**src/rtl/vector_feeder.sv**
```systemverilog
// Packs DIM serial elements into a flat vector, pulses the adder start, then returns the adder sum on a valid/ready port.
// Optional macro VF_ZERO_PAD_EN: in_last terminates a fill early and zero-pads the remaining lanes.
module vector_feeder #(
    parameter int DIM       = 2,
    parameter int WIDTH     = 16,
    parameter int RES_WIDTH = WIDTH + 4
) (
    input  logic                 Clock,
    input  logic                 Reset,
    input  logic                 in_valid,
    output logic                 in_ready,
    input  logic [WIDTH-1:0]     in_data,
    input  logic                 in_last,
    output logic [DIM*WIDTH-1:0] vector,
    output logic                 vec_start,
    input  logic                 adder_finished,
    input  logic [RES_WIDTH-1:0] adder_sum,
    output logic                 result_valid,
    input  logic                 result_ready,
    output logic [RES_WIDTH-1:0] result_data,
    output logic [15:0]          vec_count
);

    localparam int IDX_W = (DIM > 1) ? $clog2(DIM) : 1;

    typedef enum logic [1:0] {FILL, ISSUE, WAIT, RESULT} state_t;

    state_t               r_state, w_next_state;
    logic [IDX_W-1:0]     r_idx;
    logic [DIM*WIDTH-1:0] r_vector;
    logic [RES_WIDTH-1:0] r_result_data;
    logic [15:0]          r_vec_count;
    logic                 w_accept;
    logic                 w_last_lane;
    logic                 w_fill_done;
    logic                 w_capture;
    logic                 w_handshake;

    assign in_ready     = (r_state == FILL) && !Reset;
    assign vec_start    = (r_state == ISSUE);
    assign result_valid = (r_state == RESULT);
    assign vector       = r_vector;
    assign result_data  = r_result_data;
    assign vec_count    = r_vec_count;

    assign w_accept    = in_valid && in_ready;
    assign w_last_lane = (r_idx == IDX_W'(DIM - 1));
    assign w_capture   = (r_state == WAIT) && adder_finished;
    assign w_handshake = result_valid && result_ready;

`ifdef VF_ZERO_PAD_EN
    assign w_fill_done = w_accept && (w_last_lane || in_last);
`else
    logic w_unused_last;
    assign w_unused_last = in_last;
    assign w_fill_done   = w_accept && w_last_lane;
`endif

    always_comb begin
        w_next_state = r_state;
        case (r_state)
            FILL:    if (w_fill_done) w_next_state = ISSUE;
            ISSUE:   w_next_state = WAIT;
            WAIT:    if (w_capture) w_next_state = RESULT;
            RESULT:  if (w_handshake) w_next_state = FILL;
            default: w_next_state = FILL;
        endcase
    end

    always_ff @(posedge Clock) begin
        if (Reset) begin
            r_state       <= FILL;
            r_idx         <= '0;
            r_vector      <= '0;
            r_result_data <= '0;
            r_vec_count   <= '0;
        end else begin
            r_state <= w_next_state;
            if (w_accept) begin
`ifdef VF_ZERO_PAD_EN
                // Early termination clears every lane above the one just written.
                if (in_last) begin
                    for (int unsigned i = 0; i < DIM; i++) begin
                        if (i > 32'(r_idx)) r_vector[i*WIDTH +: WIDTH] <= '0;
                    end
                end
`endif
                r_vector[r_idx*WIDTH +: WIDTH] <= in_data;
                r_idx <= w_fill_done ? '0 : r_idx + 1'b1;
            end
            if (w_capture) r_result_data <= adder_sum;
            if (w_handshake) begin
                r_vector    <= '0;
                r_vec_count <= r_vec_count + 16'd1;
            end
        end
    end

endmodule

```
**config.mk**
```make
export PLATFORM = sky130hd
export DESIGN_NAME = vector_feeder
export DESIGN_NICKNAME = d
export VERILOG_FILES = /design/src/rtl/vector_feeder.sv
export SDC_FILE = /design/constraint.sdc
export NUM_CORES = 1
export LEC_CHECK = 0
export BUFFER_PORTS_ARGS = -buffer_cell sky130_fd_sc_hd__buf_2
export CORE_UTILIZATION = 25
export CTS_BUF_LIST = sky130_fd_sc_hd__clkbuf_8 sky130_fd_sc_hd__clkbuf_16
export DETAILED_ROUTE_END_ITERATION = 7
export SYNTH_ARGS = -nofsm -noshare
export SYNTH_HDL_FRONTEND = slang
export SYNTH_SLANG_ARGS = --single-unit
```
**constraint.sdc**
```tcl
create_clock -name Clock -period 2.35 [get_ports Clock]
set_input_delay 0.47 -clock Clock [delete_from_list [all_inputs] [get_ports Clock]]
set_output_delay 0.47 -clock Clock [all_outputs]
set_load 0.02 [all_outputs]
```
Word level (Yosys, flattened, before mapping)

Index checks and enable logic that the tools add are counted.

Reductions and logical operators: 9
Eq/ne operators: 6
Add/sub/neg operators: 3
Shift-type cells: 2
Order comparisons: 0
Mux-type cells: 6
Bitwise logic cells: 0
Divide/modulo/power cells: 0
Multipliers: 0

Operators with widths:

| operator                                                                  | number |
|---|---|
| 5-bit negation with 34-bit output                                         | 1 |
| 16-bit by 34-bit variable shift with 32-bit output (first input constant) | 1 |
| 16-bit by 34-bit variable part select with 32-bit output                  | 1 |
| 32-bit bitwise mux                                                        | 1 |
| 16-bit by 1-bit adder with 16-bit output (second input constant)          | 1 |
| 2-bit case mux with 4 select lines                                        | 1 |
| 2-bit two-way mux                                                         | 3 |
| 1-bit logical AND                                                         | 5 |
| 2-bit == test (second input constant)                                     | 2 |
| 2-bit inequality test (second input constant)                             | 2 |
| 3-bit AND reduction                                                       | 1 |
| 2-bit by 1-bit == test with 1-bit output (second input constant)          | 1 |
| 2-bit logical NOT                                                         | 1 |
| 2-bit by 1-bit inequality test with 1-bit output (second input constant)  | 1 |
| 2-bit OR reduction                                                        | 1 |
| 1-bit adder (second input constant)                                       | 1 |
| 1-bit logical NOT                                                         | 1 |
| 1-bit two-way mux                                                         | 1 |

Bits in latches: 0
Bits in writable memories: 0
Memory bits (read-only): 0
Bits in registers: 71
Output and inout port bits: 71
Memories: 0

Logic depth before layout (Yosys ltp)

Gate-level depths: netlist of run 1.

Depth after elaboration: 6
Depth in mapped cells: 8
Depth with buffers taken out: 6

Worst setup path after synthesis of run 1

No wires, ideal clock.

Path type: register -> register
From: reg r_state[0]
To: reg r_vec_count[15] (netlist: vec_count[15])
Buffers on the path: 0
Data required time: 2.229 ns
Period minus slack after synthesis: 1.776 ns
Cell stages (with the launch flop): 6
Data arrival time: 1.655 ns
Setup slack: 0.574 ns
Setup time: 0.121 ns
Cell sequence: dfxtp_1 > ha_1 > nand4_1 > nor2_1 > and3_1 > mux2_2

Cells in the longest elaborated chain, start to end: 2

RTL lines:

| element                | RTL line | source |
|---|---|---|
| from (decl)            | 28       | `state_t r_state, w_next_state;` |
| from (signal assigned) | 78       | `r_state <= w_next_state;` |
| 2-bit == test          | 41       | `assign result_valid = (r_state == RESULT);` |
| net result_valid       | 18       | `output logic result_valid,` |
| 1-bit logical AND      | 49       | `assign w_handshake = result_valid && result_ready;` |
| to (signal assigned)   | 94       | `r_vec_count <= r_vec_count + 16'd1;` |
| to (decl)              | 32       | `logic [15:0] r_vec_count;` |

The timed path passes the listed nets, and every way through them passes these cells.
A chain may end at the register's enable or synchronous reset.

Final worst setup path of run 1

From: reg r_state[1]
To: out in_ready

Cells in the longest elaborated chain, start to end: 2

RTL lines:

| element           | RTL line | source |
|---|---|---|
| 2-bit logical NOT | 39       | `assign in_ready = (r_state == FILL) && !Reset;` |
| 1-bit logical AND | 39       |  |
| to (decl)         | 11       | `output logic in_ready,` |

Every way passes these cells.

==> parameters.txt, run 1 <==
Parameter                              Value

STA
  Fraction of the cycle the final worst path needs    83.1%
  Setup violators final    0
  Post-route setup TNS    0 ns
  Least-Margin Pin Slew    0.738 ns
  Max transition margin    50.8%
  FMAX    512 MHz
  Clock skew    0.00597 ns
  Time the final worst path needs with I/O delays and setup    1.95 ns
  Unrepaired setup endpoints after global routing    false
  Final number of hold-violating endpoints    0
  Final-report max-slew violation count    0

Placed design
  Placed inst area    0.00345 mm²
  Final HPWL from detailed placement    5230 µm
  Gp weighted congestion    0.750
  Port Buffers    111
  Number of placed cells counting well taps    576

Detailed routing
  Routed via count divided by cell count    4.40
  Number of iterations in the first detailed-routing pass    4
  Number of remaining DRC errors    0
  Vias post-DR    2593
  Average wire per cell in the routed design    12.3 µm
  Post-Route WL    7230 µm
  Number of DRC markers in iteration 0    78
  Number of nets still failing antenna checks after routing    0

Power and ir drop
  Power per cell area    768 mW/mm²
  Final total power    0.00279 W
  Leakage power    1.55 nW
  Worst voltage drop across the vdd grid    331 µV

Cells and area
  Final-stage net count    494
  Number of cells in the finished layout apart from fillers    589
  Area occupied by multi-input gates    0.00123 mm²
  Register area    0.00142 mm²
  Area delta synth->final    31.4%
  Layout Cell Area excl Fill    0.00364 mm²
  Fraction of final layout cells with drive strength greater than 1    30.5%
  Most frequent cells in the layout    sky130_fd_sc_hd__buf_2, sky130_fd_sc_hd__nand2_1, sky130_fd_sc_hd__dfxtp_1, sky130_fd_sc_hd__a21oi_1, sky130_fd_sc_hd__nor2_1
  Antenna cell count    0
  Filler cell count in the final layout    1181
  Most common library cell in the layout ignoring fill and taps    sky130_fd_sc_hd__buf_2

Hold path
  Endpoint, Worst Hold    result_data[19]$_SDFFE_PP0P_
  Worst min-delay path startpoint    adder_sum[19]
  Number of cells on the worst hold path    3
  Classification of the worst-slack hold path    in -> reg

GRT
  First-pass GRT wire length    11300 µm
  Total global routing track utilization    13.0%
  Number of antenna violations at the first check in global routing    0
  Total congestion overflow    0
  Maximum number of pins on one net before global-route repair    33
  Number of global-route vias before repair    2395

Clocking
  Register clock-pin slew on the reported worst setup and hold paths    0.07 ns
  Count of instances resized after the clock tree is built    0
  Worst skew pair latency    0.35 ns
  # Post-CTS Setup Buffers    0
  Total clock sinks    71
  Num CTS Buffers    9
  CTS tree    done
  Clock Tree Buf Depth    2
  H-Tree Depth    3
  Post-CTS Hold Fix Bufs    0
  Clock root buffer    sky130_fd_sc_hd__clkbuf_8

Worst setup path
  Critical path's top delay family    adder cells
  Cell chain of the critical path    inv_1, ha_1, nor2b_1, buf_2
  Critical Path RT    1.88 ns
  Worst path buffer plus inverter count    2
  Largest fanout of any net on the critical path    5
  CP startpoint kind    flip-flop
  Crit path DAT    1.48 ns
  Worst Path Class, Setup    reg -> out
  Register-to-register setup slack    0.47 ns
  Endpoint of the most critical register-to-register path    vector[15]$_SDFFE_PP0P_
  Startpoint of the most critical register-to-register path    r_state[1]$_SDFFE_PP0P_
  Max incr delay on CP    0.35 ns
  Slowest library cell on the worst path    sky130_fd_sc_hd__ha_1
  Nature of the critical path endpoint    primary output
  Reg2reg path depth    6

Logic synthesis
  Synthesized flop and latch total    71
  Multiplexer fraction of the synthesized cell area    0.768%
  Fraction of registers with async set/reset    0%
  Number of warnings reported in the yosys synthesis log    0
  Post-synthesis xor/xnor area fraction    3.80%
  Post-synthesis net count    384
  Avg Inst Size Synth    8.22 µm²
  Area share of and/or/nand/nor cells after synthesis    26.0%
  Post-synthesis instance area    0.00277 mm²
  Synthesized instance count    337
  Number of different library cells in the post-synthesis netlist    33
  Post-synth EDFFs    0
  Share of synthesized area occupied by flip-flops and latches    51.3%
  Post-synthesis adder-cell area fraction    2.26%
  Largest family of logic cells by synthesized area    simple AND/OR/NAND/NOR gates
  Fraction of the mapped netlist area in compound gates    11.5%
  Dominant synthesized flop cell    sky130_fd_sc_hd__dfxtp_1

Floorplan
  Area of the core region    0.0108 mm²
  Die Span Y    107 µm
  Row cnt    38
  Die Footprint    0.0115 mm²
  Die width    107 µm
  Starting utilization of the core area    25.7%
  Number of ports placed on the die boundary    113

Status
  Outcome    finished, final reports clean

Flow run
  Maxcap violations    0
==> stage by stage <==
| step | util, % | hold slack, ns | setup slack (ns) |
|---|---|---|---|
| finish | 33.7 | 0.357 | 0.396 |
| detailed placement | 32.0 | 0.444 | 0.453 |
| global route | 33.7 | 0.319 | 0.245 |
| CTS | 33.7 | 0.324 | 0.339 |
| floorplan | - | 0.508 | 0.574 |
| global placement | 32.0 | 0.439 | 0.476 |
==> synthesized netlist by cell type (3+ instances only) <==
| cell type | number | share of area [%] |
|---|---|---|
| sky130_fd_sc_hd__clkbuf_1 | 10 | 1.4 |
| sky130_fd_sc_hd__nor4_1 | 3 | 0.68 |
| sky130_fd_sc_hd__nor2_1 | 19 | 2.6 |
| sky130_fd_sc_hd__ha_1 | 5 | 2.3 |
| sky130_fd_sc_hd__nand3_1 | 8 | 1.4 |
| sky130_fd_sc_hd__inv_1 | 9 | 1.2 |
| sky130_fd_sc_hd__xnor2_1 | 9 | 2.8 |
| sky130_fd_sc_hd__nor2b_1 | 3 | 0.68 |
| sky130_fd_sc_hd__dfxtp_1 | 71 | 51 |
| sky130_fd_sc_hd__a21oi_1 | 56 | 10 |
| sky130_fd_sc_hd__xor2_1 | 3 | 0.95 |
| sky130_fd_sc_hd__nand4_1 | 3 | 0.68 |
| sky130_fd_sc_hd__nand2_1 | 108 | 15 |
| sky130_fd_sc_hd__nor3_1 | 6 | 1.1 |
==> tightest hold or removal path, cell delays in order <==
cell	delay, ns
sky130_fd_sc_hd__buf_2	0.09
sky130_fd_sc_hd__nand2_1	0.05
sky130_fd_sc_hd__a21oi_1	0.05
==> sequential cells by signal, summed over array words and instances (netlist names) <==
register / count
r_state: 2
result_data: 20
vec_count: 16
r_idx: 1
vector: 32
==> report_power, final <==
group | internal (W) | switching [W] | leakage, nW | total, W
Clock | 0.000527 | 0.000418 | 0.0985 | 0.000945
Sequential | 0.00128 | 0.0000518 | 0.574 | 0.00133
Combinational | 0.000181 | 0.000333 | 0.880 | 0.000514
==> worst max path at each step <==
stage | from | end | slack [ns] | depth (start not counted)
2_1_floorplan | r_state[0]$_SDFFE_PP0P_ | vec_count[15]$_SDFFE_PP0P_ | 0.57 | 5
3_3_place_gp | r_state[0]$_SDFFE_PP0P_ | vec_count[15]$_SDFFE_PP0P_ | 0.48 | 5
3_5_place_dp | r_state[1]$_SDFFE_PP0P_ | vec_count[15]$_SDFFE_PP0P_ | 0.45 | 5
4_1_cts | r_state[0]$_SDFFE_PP0P_ | in_ready | 0.34 | 4
5_1_grt | r_state[1]$_SDFFE_PP0P_ | in_ready | 0.25 | 4
6_report | r_state[1]$_SDFFE_PP0P_ | in_ready | 0.40 | 4
==> kinds of logic after synthesis <==
group | after synthesis
compound gates | 60
mux | 2
fa+ha+maj | 5
xor+xnor | 12
buf+inv | 26
simple gates | 161
flops | 71
==> per-layer routing <==
metal | share of wire, % | wire (µm) | vias up | GRT usage [%]
met4 | 0.61 | 44 | 0 | 3.82
met1 | 43 | 3100 | 1178 | 14.2
met2 | 47 | 3400 | 88 | 21.7
met5 | 0 | 0 | - | 0
li1 | - | - | 1320 | -
met3 | 9.5 | 690 | 7 | 6.99
==> final cells by class <==
| type | count | share of cell area (%) |
|---|---|---|
| Sequential cell | 71 | 39.1 |
| Tap cell | 140 | 4.82 |
| Clock inverter | 2 | 0.929 |
| Inverter | 9 | 0.929 |
| Timing Repair Buffer | 116 | 16.3 |
| Multi-Input combinational cell | 240 | 33.8 |
| Clock buffer | 11 | 4.16 |
Power figures use the tool's default switching activity.
==> inputs of run 2 (changes only) <==
Clock period 2.35 ns to 2 ns, I/O delays scaled along.
==> parameters.txt, run 2 (same netlist as run 1, synthesis figures left out) <==
Parameter                              Value

Clocking
  Post-CTS Hold Fix Bufs    0 (unchanged)
  # Post-CTS Setup Buffers    0 (unchanged)
  Register clock-pin slew on the reported worst setup and hold paths    0.07 ns (about the same)
  Worst skew pair latency    0.35 ns (about the same)
  Clock root buffer    sky130_fd_sc_hd__clkbuf_8
  Clock Tree Buf Depth    2 (unchanged)
  Total clock sinks    71 (unchanged)
  Num CTS Buffers    9 (unchanged)
  H-Tree Depth    3 (unchanged)
  CTS tree    done
  Count of instances resized after the clock tree is built    0 (unchanged)

Cells and area
  Fraction of final layout cells with drive strength greater than 1    31.9% (+1.4 points)
  Area delta synth->final    34.9%
  Filler cell count in the final layout    1159 (-1.9%)
  Antenna cell count    0 (unchanged)
  Final-stage net count    499 (+1.0%)
  Most common library cell in the layout ignoring fill and taps    sky130_fd_sc_hd__buf_2
  Most frequent cells in the layout    sky130_fd_sc_hd__buf_2, sky130_fd_sc_hd__nand2_1, sky130_fd_sc_hd__dfxtp_1, sky130_fd_sc_hd__a21oi_1, sky130_fd_sc_hd__nor2_1
  Number of flip-flops under the largest register name    32 (unchanged)

Placed design
  Final HPWL from detailed placement    5450 µm (+4.1%)
  Gp weighted congestion    0.759 (+1.3%)
  Port Buffers    111 (unchanged)
  Worst-case setup slack after placement    0.116 ns (-0.337 ns)

GRT
  Total global routing track utilization    13.1% (+0.044 points)
  Number of global-route vias before repair    2400 (+0.21%)
  Total congestion overflow    0 (unchanged)
  First-pass GRT wire length    11500 µm (+2.2%)
  Maximum number of pins on one net before global-route repair    33 (unchanged)
  Number of antenna violations at the first check in global routing    0 (unchanged)

Power and ir drop
  Switching Power    0.000996 W (+24%)
  Power per cell area    959 mW/mm² (+25%)
  Fraction of power consumed by sequential logic    43.8% (-4.0 points)
  Switch share    27.8% (-0.94 points)
  Final total power    0.00358 W (+28%)
  Leakage power    1.60 nW (+2.9%)
  Worst voltage drop across the vdd grid    562 µV (+70%)
  Internal power    0.00259 W (+30%)
  Logic gate share of total power    17.2% (-1.2 points)
  Proportion of power drawn by the clock network    39.0% (+5.2 points)

Worst setup path
  Crit path DAT    2.09 ns (+0.61 ns)
  Critical path's top delay family    simple AND/OR/NAND/NOR gates
  Nature of the critical path endpoint    flip-flop
  Cell chain of the critical path    inv_1, ha_1, nand2_4, or3_1, nand2_1, a21oi_1
  Worst Path Class, Setup    reg -> reg
  Max incr delay on CP    0.60 ns (+0.25 ns)
  Largest fanout of any net on the critical path    16 (+11)
  Slowest library cell on the worst path    sky130_fd_sc_hd__or3_1
  Worst path buffer plus inverter count    1 (-1)
  Critical Path RT    2.22 ns (+0.34 ns)
  CP startpoint kind    flip-flop

Status
  Outcome    finished, final reports clean

Floorplan
  Row cnt    38 (unchanged)
  Starting utilization of the core area    25.7% (unchanged)
  Die Span Y    107 µm (unchanged)
  Area of the core region    0.0108 mm² (unchanged)
  Die Footprint    0.0115 mm² (unchanged)
  Number of ports placed on the die boundary    113 (unchanged)
  Die width    107 µm (unchanged)

Detailed routing
  Number of DRC markers in iteration 0    110 (+41%)
  Number of remaining DRC errors    0 (unchanged)
  Vias post-DR    2668 (+2.9%)
  Post-Route WL    7370 µm (+1.8%)
  Average wire per cell in the routed design    12.3 µm (+0.47%)
  Number of iterations in the first detailed-routing pass    4 (unchanged)
  Number of nets still failing antenna checks after routing    0 (unchanged)
  Routed via count divided by cell count    4.47 (+1.5%)

STA
  Setup violators final    0 (unchanged)
  Final-report max-slew violation count    0 (unchanged)
  Time the final worst path needs with I/O delays and setup    1.86 ns
  Clock skew    0.00329 ns (-0.00268 ns)
  Fraction of the cycle the final worst path needs    93.2%
  Least-Margin Pin Slew    0.719 ns (-0.0191 ns)
  Post-route setup TNS    0 ns (unchanged)
  Max transition margin    52.1% (+1.3 points)
  FMAX    536 MHz
  Unrepaired setup endpoints after global routing    false
  Smallest setup slack after layout    0.136 ns (-0.260 ns)
  Final number of hold-violating endpoints    0 (unchanged)

Flow run
  Maxcap violations    0 (unchanged)

Hold path
  Classification of the worst-slack hold path    in -> reg
[run 2: metrics by stage]
| stage | cells | util [%] | cell area [µm²] | hold WS, ns |
|---|---|---|---|---|
| 2_1_floorplan | 337 | - | 2770 | 0.508 |
| 3_3_place_gp | 581 | 32.3 | 3490 | 0.439 |
| 3_5_place_dp | 581 | 32.3 | 3490 | 0.443 |
| 4_1_cts | 597 | 34.6 | 3730 | 0.259 |
| 5_1_grt | 597 | 34.6 | 3730 | 0.266 |
| 6_report | 597 | 34.6 | 3730 | 0.284 |
[run 2: cell type report]
| cell class | instances | area (µm²) | share of cell area, % |
|---|---|---|---|
| well taps | 140 | 175 | 4.69 |
| flip-flops and latches | 71 | 1420 | 38.1 |
| repair buffers | 121 | 631 | 16.9 |
| clock inverters | 6 | 108 | 2.88 |
| multi-input cells | 240 | 1230 | 32.9 |
| inverters | 9 | 33.8 | 0.905 |
| clock buffers | 10 | 138 | 3.69 |
[run 2: metal layers]
metal	GRT usage, %	share of wire, %	up-vias
met3	5.23	8.4	9
met5	0	0	-
met2	21.9	48	87
li1	-	-	1330
met4	4.70	1.4	0
met1	14.9	42	1242
[run 2: power by group through the flow]
stage	sequential, W	clock, W	combinational [W]
after floorplan	0.00169	0	0.000334
after global placement	0.00160	0	0.000609
after detailed placement	0.00160	0	0.000627
after CTS	0.00157	0.00146	0.000628
after global routing	0.00158	0.00152	0.000678
final	0.00157	0.00140	0.000615
[run 2: tightest hold or removal path, delay by kind of cell]
kind / cells / cell delay [ns]
compound gates: 1 / 0.05
buf+inv: 1 / 0.10
simple gates: 1 / 0.04
[run 2: worst paths after layout]
| check | slack (ns) | end | start | cells past startpoint |
|---|---|---|---|---|
| setup reg to reg | 0.14 | vector[9]$_SDFFE_PP0P_ | r_state[0]$_SDFFE_PP0P_ | 6 |
| setup / recovery | 0.14 | vector[9]$_SDFFE_PP0P_ | r_state[0]$_SDFFE_PP0P_ | 6 |
| hold / removal | 0.28 | result_data[2]$_SDFFE_PP0P_ | adder_sum[2] | 3 |
| hold reg to reg | 0.45 | result_data[14]$_SDFFE_PP0P_ | result_data[14]$_SDFFE_PP0P_ | 2 |
